**config.mk**
```make
export PLATFORM = sky130hd
export DESIGN_NAME = ahim_image_ram_arbiter
export DESIGN_NICKNAME = d
export VERILOG_FILES = /design/src/rtl/ahim_image_ram_arbiter.sv
export SDC_FILE = /design/constraint.sdc
export NUM_CORES = 1
export LEC_CHECK = 0
export CORE_ASPECT_RATIO = 1.4
export CORE_MARGIN = 4
export CORE_UTILIZATION = 33
export DETAILED_ROUTE_END_ITERATION = 6
export GPL_ROUTABILITY_DRIVEN = 0
export PLACE_DENSITY = 0.78
export SETUP_SLACK_MARGIN = 0.1
export SYNTH_ARGS = -nofsm -noshare
export SYNTH_HDL_FRONTEND = slang
export SYNTH_SLANG_ARGS = --single-unit
export TNS_END_PERCENT = 100
```
**constraint.sdc**
```tcl
create_clock -name clk_in -period 2.4 [get_ports clk_in]
set_input_delay 0.48 -clock clk_in [delete_from_list [all_inputs] [get_ports clk_in]]
set_output_delay 0.48 -clock clk_in [all_outputs]
set_load 0.01 [all_outputs]
```
**src/rtl/ahim_image_ram_arbiter.sv**
```systemverilog
`default_nettype none
// ============================================================================
// Module   : ahim_image_ram_arbiter
// Purpose  : Single-port image RAM arbiter for RX writer, OCR fetcher and
//            HPS debug readback, with burst locking and starvation override.
// Revision : 1.0 - initial release
// ============================================================================
module ahim_image_ram_arbiter #(
  parameter int ADDR_WIDTH   = 16,
  parameter int DATA_WIDTH   = 8,
  parameter int RAM_DEPTH    = 65535,
  parameter int MAX_BURST    = 16,
  parameter int STARVE_LIMIT = 64
) (
  input  logic                  clk_in,
  input  logic                  rst_n,
  input  logic                  Clear_buff,
  input  logic                  rx_req,
  input  logic [ADDR_WIDTH-1:0] rx_addr,
  input  logic [DATA_WIDTH-1:0] rx_wdata,
  output logic                  rx_gnt,
  input  logic                  ocr_req,
  input  logic [ADDR_WIDTH-1:0] ocr_addr,
  output logic                  ocr_gnt,
  output logic                  ocr_rvalid,
  input  logic                  dbg_req,
  input  logic [ADDR_WIDTH-1:0] dbg_addr,
  output logic                  dbg_gnt,
  output logic                  dbg_rvalid,
  output logic [DATA_WIDTH-1:0] rdata,
  output logic [ADDR_WIDTH-1:0] ram_addr,
  output logic [DATA_WIDTH-1:0] ram_wdata,
  output logic                  ram_we,
  input  logic [DATA_WIDTH-1:0] ram_rdata,
  output logic [1:0]            owner,
  output logic                  oor_error
);

  localparam int c_burst_w  = $clog2(MAX_BURST + 1);
  localparam int c_starve_w = $clog2(STARVE_LIMIT + 1);
  localparam logic [c_burst_w-1:0]  c_burst_last = c_burst_w'(MAX_BURST - 1);
  localparam logic [c_starve_w-1:0] c_starve_lim = c_starve_w'(STARVE_LIMIT);

  typedef enum logic [1:0] {
    IDLE    = 2'd0,
    OWN_RX  = 2'd1,
    OWN_OCR = 2'd2,
    OWN_DBG = 2'd3
  } state_t;

  state_t                  r_state;
  state_t                  w_next;
  logic [c_burst_w-1:0]    r_burst;
  logic [c_starve_w-1:0]   r_starve;
  logic                    r_oor;
  logic                    r_ocr_rv;
  logic                    r_dbg_rv;
  logic                    r_rd_oor;

  logic [2:0]              w_req_vec;
  logic [2:0]              w_own_vec;
  logic [2:0]              w_others;
  logic [2:0]              w_cand;
  logic                    w_own_req;
  logic                    w_any_gnt;
  logic                    w_expire;
  logic                    w_starved;
  logic                    w_oor;
  logic [ADDR_WIDTH-1:0]   w_addr;

  // No grant may be issued in a flush cycle.
  assign rx_gnt  = (r_state == OWN_RX)  && rx_req  && !Clear_buff;
  assign ocr_gnt = (r_state == OWN_OCR) && ocr_req && !Clear_buff;
  assign dbg_gnt = (r_state == OWN_DBG) && dbg_req && !Clear_buff;

  assign w_any_gnt = rx_gnt || ocr_gnt || dbg_gnt;
  assign w_req_vec = {dbg_req, ocr_req, rx_req};
  assign w_addr    = rx_gnt  ? rx_addr  :
                     ocr_gnt ? ocr_addr :
                     dbg_gnt ? dbg_addr : '0;
  assign w_oor     = (32'(w_addr) >= 32'(RAM_DEPTH));
  assign w_expire  = w_any_gnt && (r_burst == c_burst_last);
  assign w_starved = (r_starve == c_starve_lim);
  assign w_others  = w_req_vec & ~w_own_vec;

  always_comb begin
    w_own_vec = 3'b000;
    w_own_req = 1'b0;
    case (r_state)
      OWN_RX:  begin w_own_vec = 3'b001; w_own_req = rx_req;  end
      OWN_OCR: begin w_own_vec = 3'b010; w_own_req = ocr_req; end
      OWN_DBG: begin w_own_vec = 3'b100; w_own_req = dbg_req; end
      default: begin w_own_vec = 3'b000; w_own_req = 1'b0;    end
    endcase
  end

  always_comb begin
    w_cand = w_req_vec;
    w_next = r_state;
    // At burst expiry the owner only keeps the RAM if nobody else is waiting.
    if (w_expire) begin
      w_cand = (w_others != 3'b000) ? w_others : w_own_vec;
    end
    if ((r_state == IDLE) || !w_own_req || w_expire) begin
      if (w_starved && w_cand[2]) w_next = OWN_DBG;
      else if (w_cand[0])         w_next = OWN_RX;
      else if (w_cand[1])         w_next = OWN_OCR;
      else if (w_cand[2])         w_next = OWN_DBG;
      else                        w_next = IDLE;
    end
    if (Clear_buff) begin
      w_next = IDLE;
    end
  end

  always_ff @(posedge clk_in or negedge rst_n) begin
    if (!rst_n) begin
      r_state  <= IDLE;
      r_burst  <= '0;
      r_starve <= '0;
      r_oor    <= 1'b0;
      r_ocr_rv <= 1'b0;
      r_dbg_rv <= 1'b0;
      r_rd_oor <= 1'b0;
    end else begin
      r_state <= w_next;

      if (Clear_buff || (w_next != r_state) || w_expire) r_burst <= '0;
      else if (w_any_gnt)                                  r_burst <= r_burst + 1'b1;

      if (Clear_buff || dbg_gnt)                                   r_starve <= '0;
      else if (dbg_req && (r_state != OWN_DBG) && !w_starved)      r_starve <= r_starve + 1'b1;

      r_ocr_rv <= ocr_gnt;
      r_dbg_rv <= dbg_gnt;
      r_rd_oor <= w_any_gnt && w_oor;

      if (Clear_buff)              r_oor <= 1'b0;
      else if (w_any_gnt && w_oor) r_oor <= 1'b1;
    end
  end

  // Reset gating keeps the write strobe low for the whole reset window.
  assign ram_we     = rx_gnt && !w_oor && rst_n;
  assign ram_addr   = w_addr;
  assign ram_wdata  = rx_wdata;
  assign owner      = r_state;
  assign oor_error  = r_oor;
  assign ocr_rvalid = r_ocr_rv;
  assign dbg_rvalid = r_dbg_rv;
  assign rdata      = ((r_ocr_rv || r_dbg_rv) && !r_rd_oor) ? ram_rdata : '0;

endmodule
`default_nettype wire

```
; After elaboration in Yosys (flattened, before gate mapping)
; Cells that the tools add are included.
[op_classes]
n_bitwise = 2
addsub = 2
reduce_logical = 32
mux = 20
n_lt_le_gt_ge = 1
eq_ne = 7
[ops]
columns = cell, n
row1 = $mux 16, 3
row2 = $ge 16x16->1 const B, 1
row3 = $logic_and 1x1->1, 14
row4 = $mux 7, 2
row5 = $mux 2, 6
row6 = $mux 5, 2
row7 = $pmux 3 s3, 1
row8 = $logic_or 1x1->1, 8
row9 = $mux 8, 1
row10 = $add 7x1->7 const B, 1
row11 = $eq 7x7->1 const B, 1
row12 = $mux 3, 2
row13 = $reduce_bool 2->1, 3
row14 = $add 5x1->5 const B, 1
row15 = $eq 5x4->1 const B, 1
row16 = $logic_not 1->1, 5
row17 = $eq 2x2->1 const B, 2
row18 = $and 3x3->3, 1
row19 = $not 3->3, 1
row20 = $pmux 1 s3, 1
row21 = $reduce_bool 3->1, 1
row22 = $eq 2x1->1 const B, 1
row23 = $logic_not 2->1, 1
row24 = $mux 1, 2
row25 = other kinds (2), 2
[word_totals]
inputBits = 70
reg_bits = 18
output_inout_bits = 41
word_cells = 71

; Longest topological paths before layout
; Gate-level depths: netlist of run 1.
[depth]
ltp_word = 17
ltp_mapped = 9
depth_no_buf = 9

; Worst setup path after synthesis of run 1
; No wires, ideal clock.
[synth_timing]
path_type = input -> output
startpoint = in rx_req
endpoint = out ram_we
n_path_buf = 3
required_ns = 1.920
arrival_time_ns = 1.975
slack_ns = -0.055
path_stages = 9
path_cell_list = buf_2 nor4bb_1 buf_2 buf_2 nand2_1 nand2_1 and4_1 nand4_1 and3_1
[synth_via]
elab_chain_len = 7
[synth_lines]
columns = element, line
row1 = from (decl), 18  ; input logic rx_req,
row2 = $logic_and 1x1->1 (2 in a row), 72  ; assign rx_gnt = (r_state == OWN_RX) && rx_req && !Clear_buff;
row3 = via rx_gnt, 21  ; output logic rx_gnt,
row4 = $mux 16, 78  ; assign w_addr = rx_gnt ? rx_addr :
row5 = via ram_addr[4], 31  ; output logic [ADDR_WIDTH-1:0] ram_addr,
row6 = $ge 16x16->1, 81  ; assign w_oor = (32'(w_addr) >= 32'(RAM_DEPTH));
row7 = $logic_not 1->1, 144  ; assign ram_we = rx_gnt && !w_oor && rst_n;
row8 = $logic_and 1x1->1 (2 in a row), 144
row9 = to (decl), 33  ; output logic ram_we,
; The timed path passes the listed nets, and every way through them passes these cells.

; Worst setup path after layout of run 1
[layout_timing]
startpoint = reg r_state[1] (netlist: owner[1])
endpoint = out ram_we
[layout_via]
elab_chain_len = 10
elab_cells_between_ends = 16
[layout_lines]
columns = element, line
row1 = from (decl), 51  ; state_t r_state;
row2 = from (signal assigned), 126  ; r_state <= w_next;
row3 = $eq 2x2->1, 74  ; assign dbg_gnt = (r_state == OWN_DBG) && dbg_req && !Clear_buff;
row4 = $logic_and 1x1->1 (2 in a row), 74
row5 = $mux 16, 80  ; dbg_gnt ? dbg_addr : '0;
row6 = $mux 16, 79  ; ocr_gnt ? ocr_addr :
row7 = $mux 16, 78
row8 = $ge 16x16->1, 81
row9 = $logic_not 1->1, 144
row10 = $logic_and 1x1->1 * (2 in a row), 144
; Mark *: on every way between the ends. The rest lies on a longest branch, timed or not.

==> summary.txt, run 1 <==
GRT
  • Largest net degree at the start of global routing: 19
  • GRT Total Usage: 0.223
  • Vias in the first global route: 2384
  • Global-route wire length before repair: 10.7 mm
  • Antenna violations before repair: 1
  • Grt total ovfl: 0

Worst setup path
  • CP most frequent cell: nand2_2
  • Critical-path cell list: nor4bb_4 -> buf_4 -> nand2_2 -> nand2_2 -> and4_1 -> nand4_1 -> and3_4 -> buf_6
  • CP Capture Type: output port
  • CP Class: flip-flop to output port
  • Worst path slowest cell: dfrtp_2
  • Critical Path AT: 2.15 ns
  • Top delay family on crit path: simple AND/OR/NAND/NOR gates
  • Critical path's largest stage delay: 0.44 ns
  • WP buf/inv: 2
  • Crit path max fanout: 4
  • Critical Path Source Type: flip-flop
  • Worst endpoint required time: 1.92 ns

Timing
  • Final period utilization: 1.09
  • Skew final: 0.00706 ns
  • RSZ-0062 raised after global routing: true
  • Final max-slew violation count: 0
  • Fmax: 381 MHz
  • Hold Fails Final Rpt: 0
  • Hold_ws: 0.562 ns
  • Worst setup margin: -0.226 ns
  • Worst-Margin Slew: ~0.57 ns
  • Rel. slew slack: 0.616
  • Setup TNS: -0.226 ns
  • Crit path time final: 2.63 ns
  • Final setup fails: 1

Placed design
  • Dpl cell area: 0.00284 mm²
  • Dpl hpwl: 4.41 mm
  • # port buffers: 94

Run status
  • Failing checks: setup timing
  • Outcome: finished with violations

Clocking
  • H-tree depth: 1
  • Worst-Skew Late Latency: 0.25 ns
  • Clock buffer depth: 2
  • CTS hold repair buffers: 0
  • CTS root buffer: clkbuf_8
  • TritonCTS clock tree: built
  • Clock sinks: 18
  • Worst-path clk slew: 0.07 ns
  • CTS Buf Count: 3

Final layout
  • Layout Nets: 427
  • Area added between synthesis and finish: 104%
  • Share of layout cells above drive strength 1: 0.381
  • Final design area excluding fillers: 0.00338 mm²
  • Most common cell after layout, fill and taps aside: clkdlybuf4s50_1
  • Commonest non-fill, non-tap cells in the layout: 72 x clkdlybuf4s50_1, 43 x buf_4, 30 x nand2_1

Synthesis
  • Post-synthesis sequential area ratio: 0.272
  • Netlist Area Pre-Place: 0.00165 mm²
  • Syn Area/Cell: 7.77 µm²
  • Number of flops mapped to enable cells by yosys: 0
  • Ys async rst share: 1.00
  • Synth cell types: 46
  • Area contributors post-synth: dfrtp_1 27%, nand2_1 9.8%, a22oi_1 7.3%
  • Warning count from the yosys run: 0
  • Register bit total from synthesis: 18
  • Post-synth top area share: 0.272
  • Syn_nets: around 290
  • Synth Flop Type: dfrtp_1
  • Post-Synthesis Cells: roughly 210
  • Dominant cell type by area after synthesis: dfrtp_1

Min path
  • Hold/Removal Path Class: flip-flop to flip-flop

Floorplan
  • Core area: around 0.0048 mm²
  • I/O pin count: about 110
  • Starting Density: 0.342
  • Area of the die: 0.00623 mm²
  • Die Ht: 91.8 µm
  • Die width: 67.8 µm
  • # rows: 30

Pwr
  • Peak VDD IR: 0.200 mV
  • PD cells: 285 mW/mm²
  • Total Power: around 0.96 mW
  • Leakage Power: around 1.5 nW

Drt
  • Antenna Violating Nets Remaining: 0
  • Pre-antenna DRT Iters: 4
  • Final wirelength: 7.18 mm
  • Via density: 5.34
  • Routed len/inst: roughly 17 µm
  • Drt drc: 0
  • Iter 0 DRT Violations: 85
  • Vias post-DR: 2226

Run
  • Max cap viols: 0
[worst min-delay path: stages, from the launching register on]
cell and delay, ns:
dfrtp_1 0.39, o21ai_0 0.08, a21oi_1 0.06
[path summary, 6_finish.rpt]
path	from	end	slack, ns	depth (start not counted)
max in group asynchronous	rst_n	owner[1]	1.53	2
min in group asynchronous	rst_n	r_burst[4]	0.66	2
min	r_starve[6]	r_starve[6]	0.56	2
min reg2reg	r_starve[6]	r_starve[6]	0.56	2
max reg2reg	r_burst[0]	r_burst[4]	0.10	10
max	owner[1]	ram_we	-0.23	8
[cell usage after synthesis, types with 2 or more instances]
cell       n
clkbuf_1   2
a21boi_0   3
a22oi_1   16
nand4_1    4
xnor2_1    2
and4_1     4
nand2_1   43
and2_1     8
buf_4      9
nor2b_1    3
inv_1      7
o21ai_0    9
dfrtp_1   18
xor2_1     5
nor3_1     4
nand2b_1   4
or3_1      2
nor4bb_1   2
nor2_1    16
mux2i_1    2
buf_2      7
a21oi_1    8
nand3_1    3
and3_1     3
ha_1       4
buf_6      4
nor4b_1    2
[cell type report]
type                       instances  area, µm²
sequential                        18        452
tap                               64       80.1
clock buffer                       4       55.1
multi-input combinational        166       1240
antenna                            1       2.50
timing repair buffer             157       1520
fill                             326       1470
inverter                           7       26.3
[kinds of logic (layout without fill, tap and decap cells)]
logic type               count (synthesis)  after routing  share of synthesized area
AO/OA/AOI/OAI                           47             47                      0.199
multiplexers                             4              4                     0.0280
flip-flops                              18             18                      0.272
AND/OR/NAND/NOR                        104            104                      0.324
buffers and inverters                   29            168                      0.110
XOR/XNOR                                 7              7                     0.0371
adder cells (fa/ha/maj)                  4              4                     0.0303
other                                    0              1                          0
[flip-flops by register name, indices dropped and copies added, names as in the netlist]
name and flops:
ocr_rvalid 1, r_starve 7, dbg_rvalid 1, owner 2, r_burst 5, oor_error 1
r_rd_oor 1
[where the power goes]
part | internal [mW] | total (mW) | switching (mW) | leakage (nW)
combinational | 0.229 | 0.395 | 0.166 | 1.22
clock | 0.146 | 0.246 | 0.101 | 0.0288
sequential | 0.312 | 0.321 | 0.00963 | 0.246
[what timing repair did]
| item | 4_1_cts | 5_1_grt |
|---|---|---|
| buffers inserted | 24 | 10 |
| setup endpoints to repair | 23 | 26 |
| cloned | 6 | 0 |
| gates resized for setup | 95 | 52 |
| pin swaps | 31 | 26 |
[metal layers]
layer | vias up | part of all wire | global-route usage | wire length, µm
met3 | 31 | 0.089 | 0.0650 | 640
li1 | 1025 | - | - | -
met4 | 0 | 0.035 | 0.0779 | 253
met1 | 1038 | 0.33 | 0.214 | 2360
met2 | 132 | 0.55 | 0.426 | 3920
met5 | - | 0 | 0 | 0
[per-stage QoR]
step / util / worst slack, ns / std cells
6_report: 0.697 / -0.226 / 417
5_1_grt: 0.697 / -0.321 / 417
4_1_cts: 0.676 / -0.146 / 412
3_5_place_dp: 0.587 / -0.818 / 385
3_3_place_gp: 0.587 / -0.754 / 385
2_1_floorplan: - / 0.103 / 213
Power figures use the tool's default switching activity.
==> inputs of run 2 (changes only) <==
TNS_END_PERCENT = 30   (was 100)
==> run 2 against run 1 <==
Net effect: the flow still finishes with violations (setup timing); non-clock buffer count fell by 7; final area down 6.3%; worst hold slack lost 0.018 ns; first-iteration DRC count is 38% higher; count of clock-buffer cells in the layout decreased by 1; total power decreased by 8.1%; maximum frequency is 2.7% higher; global-route usage decreased by 2.8 points; sequential share of layout area is 0.90 points higher; sequential cell count stayed put; setup slack better by 0.069 ns; register-to-register slack about the same; critical endpoint unchanged; largest power group unchanged.
==> summary.txt, run 2 (same netlist as run 1, synthesis figures left out) <==
Worst setup path
  • Critical-path cell list: and4b_2 -> buf_4 -> buf_12 -> a22oi_2 -> nand2_1 -> and4_1 -> nand4_1 -> and3_4 -> buf_6
  • Critical Path Source Type: flip-flop
  • Worst endpoint required time: 1.92 ns (about the same)
  • Worst path slowest cell: dfrtp_2
  • CP Capture Type: output port
  • Critical path's largest stage delay: 0.45 ns (about the same)
  • Critical Path AT: 2.08 ns (-0.07 ns)
  • CP Class: flip-flop to output port
  • Crit path max fanout: 9 (+5)

Timing
  • Hold_ws: 0.544 ns (-0.0177 ns)
  • Final max-slew violation count: 0 (unchanged)
  • Hold Fails Final Rpt: 0 (unchanged)
  • Worst-Margin Slew: 0.477 ns (-0.0907 ns)
  • Fmax: 391 MHz (+2.7%)
  • Worst setup margin: -0.157 ns (+0.0691 ns)
  • Crit path time final: 2.56 ns (-0.0691 ns)
  • Rel. slew slack: 0.677 (+0.0613)
  • Final period utilization: 1.07 (-0.0288)
  • Skew final: 0.00285 ns (-0.00421 ns)
  • Final setup fails: 2 (+1)
  • RSZ-0062 raised after global routing: true

Drt
  • Drt drc: 0 (unchanged)
  • Iter 0 DRT Violations: 117 (+38%)
  • Routed len/inst: 15.1 µm (-12%)
  • Antenna Violating Nets Remaining: 0 (unchanged)
  • Final wirelength: 6.18 mm (-14%)
  • Via density: 5.17 (-3.2%)
  • Vias post-DR: 2109 (-5.3%)
  • Pre-antenna DRT Iters: 4 (unchanged)

Run status
  • Outcome: finished with violations
  • Failing checks: setup timing

Clocking
  • Clock sinks: 18 (unchanged)
  • TritonCTS clock tree: built
  • Worst-Skew Late Latency: 0.25 ns (about the same)
  • H-tree depth: 1 (unchanged)
  • Clock buffer depth: 2 (unchanged)
  • CTS root buffer: clkbuf_8
  • Worst-path clk slew: 0.06 ns (about the same)
  • CTS Buf Count: 3 (unchanged)

Floorplan
  • I/O pin count: 111 (unchanged)
  • # rows: 30 (unchanged)
  • Die width: 67.8 µm (unchanged)
  • Core area: 0.00484 mm² (unchanged)
  • Die Ht: 91.8 µm (unchanged)
  • Area of the die: 0.00623 mm² (unchanged)
  • Starting Density: 0.342 (unchanged)

GRT
  • GRT Total Usage: 0.195 (-0.0278)
  • Grt total ovfl: 0 (unchanged)
  • Global-route wire length before repair: 9.40 mm (-12%)
  • Antenna violations before repair: 0 (-1)
  • Vias in the first global route: 2169 (-9.0%)
  • Largest net degree at the start of global routing: 19 (unchanged)

Final layout
  • Share of layout cells above drive strength 1: 0.314 (-0.0667)
  • Most common cell after layout, fill and taps aside: clkdlybuf4s50_1
  • Flip-flop count of the largest register after layout: 7 (unchanged)
  • Non-filler instance count after layout: 408 (-2.2%)
  • Layout Nets: 420 (-1.6%)
  • Area added between synthesis and finish: 91.3%
  • Commonest non-fill, non-tap cells in the layout: 70 x clkdlybuf4s50_1, 60 x buf_4, 41 x nand2_1
  • Register name with the most flops: r_starve
  • ANT cells: 0 (-1)
  • Utilization after layout: 0.653 (-0.0439)

Placed design
  • # port buffers: 94 (unchanged)
  • Pre-CTS WS: -0.935 ns (-0.116 ns)
  • Placed cells: 391 (+1.6%)
  • Dpl hpwl: 4.55 mm (+3.1%)

Run
  • Max cap viols: 0 (unchanged)

Pwr
  • Reg power frac: 0.363 (+0.029)
  • Logic pwr share: 0.401 (-0.009)
  • Clk pwr share: 0.236 (-0.020)
  • Peak VDD IR: 0.229 mV (+14%)
  • Switching Fraction: 0.286 (-0.00115)
  • Cell Int Power: 0.632 mW (-7.9%)
  • Leakage Power: 1.45 nW (-2.5%)
  • PD cells: 280 mW/mm² (-1.9%)
  • Total Power: 0.885 mW (-8.1%)
  • Switch Pwr: 0.253 mW (-8.5%)

Min path
  • Hold/Removal Path Class: flip-flop to flip-flop
[run 2: timing repair]
item                       CTS  global route
pin swaps                   21            18
hold buffers                 0             0
resized for setup           62            21
setup endpoints to repair   26            17
setup buffers                9             3
gates cloned                 2             0
[run 2: area by class of cell]
cell class / instances / area [µm²]
flip-flops and latches: 18 / 452
fillers: 383 / 1680
inverters: 7 / 26.3
clock buffers: 3 / 41.3
repair buffers: 150 / 1390
well taps: 64 / 80.1
multi-input cells: 166 / 1170
[run 2: power groups by stage]
stage	Clock [mW]	Sequential [mW]	Combinational [mW]
2_1_floorplan	0	0.325	0.145
6_report	0.208	0.321	0.355
5_1_grt	0.228	0.322	0.382
3_3_place_gp	0	0.325	0.326
4_1_cts	0.214	0.321	0.340
3_5_place_dp	0	0.326	0.329
[run 2: path summary, 6_finish.rpt]
path / startpoint / to / slack (ns) / depth (start not counted)
max in group asynchronous: rst_n / owner[1] / 1.53 / 2
max: owner[1] / ram_we / -0.16 / 9
max reg2reg: r_burst[1] / r_burst[2] / 0.11 / 9
min in group asynchronous: rst_n / r_burst[4] / 0.67 / 2
min: oor_error / oor_error / 0.54 / 2
min reg2reg: oor_error / oor_error / 0.54 / 2
[run 2: critical path, delay by kind of cell (launching register included)]
family	cells	cell delay, ns
simple gates	5	0.86
compound gates	1	0.13
buf+inv	3	0.37
flops	1	0.45
[run 2: per-layer routing]
| layer | up-vias | global-route usage | wire length, µm |
|---|---|---|---|
| li1 | 1008 | - | - |
| met1 | 994 | 0.177 | 2050 |
| met2 | 90 | 0.368 | 3420 |
| met3 | 17 | 0.0735 | 523 |
| met4 | 0 | 0.0796 | 187 |
| met5 | - | 0 | 0 |
[run 2: metrics by stage]
stage / area (µm²) / TNS (ns)
after floorplan: 1700 / 0
after global placement: 2890 / -10.21
after detailed placement: 2890 / -12.34
after CTS: 3060 / -0.156
after global routing: 3160 / -0.466
final: 3160 / -0.201
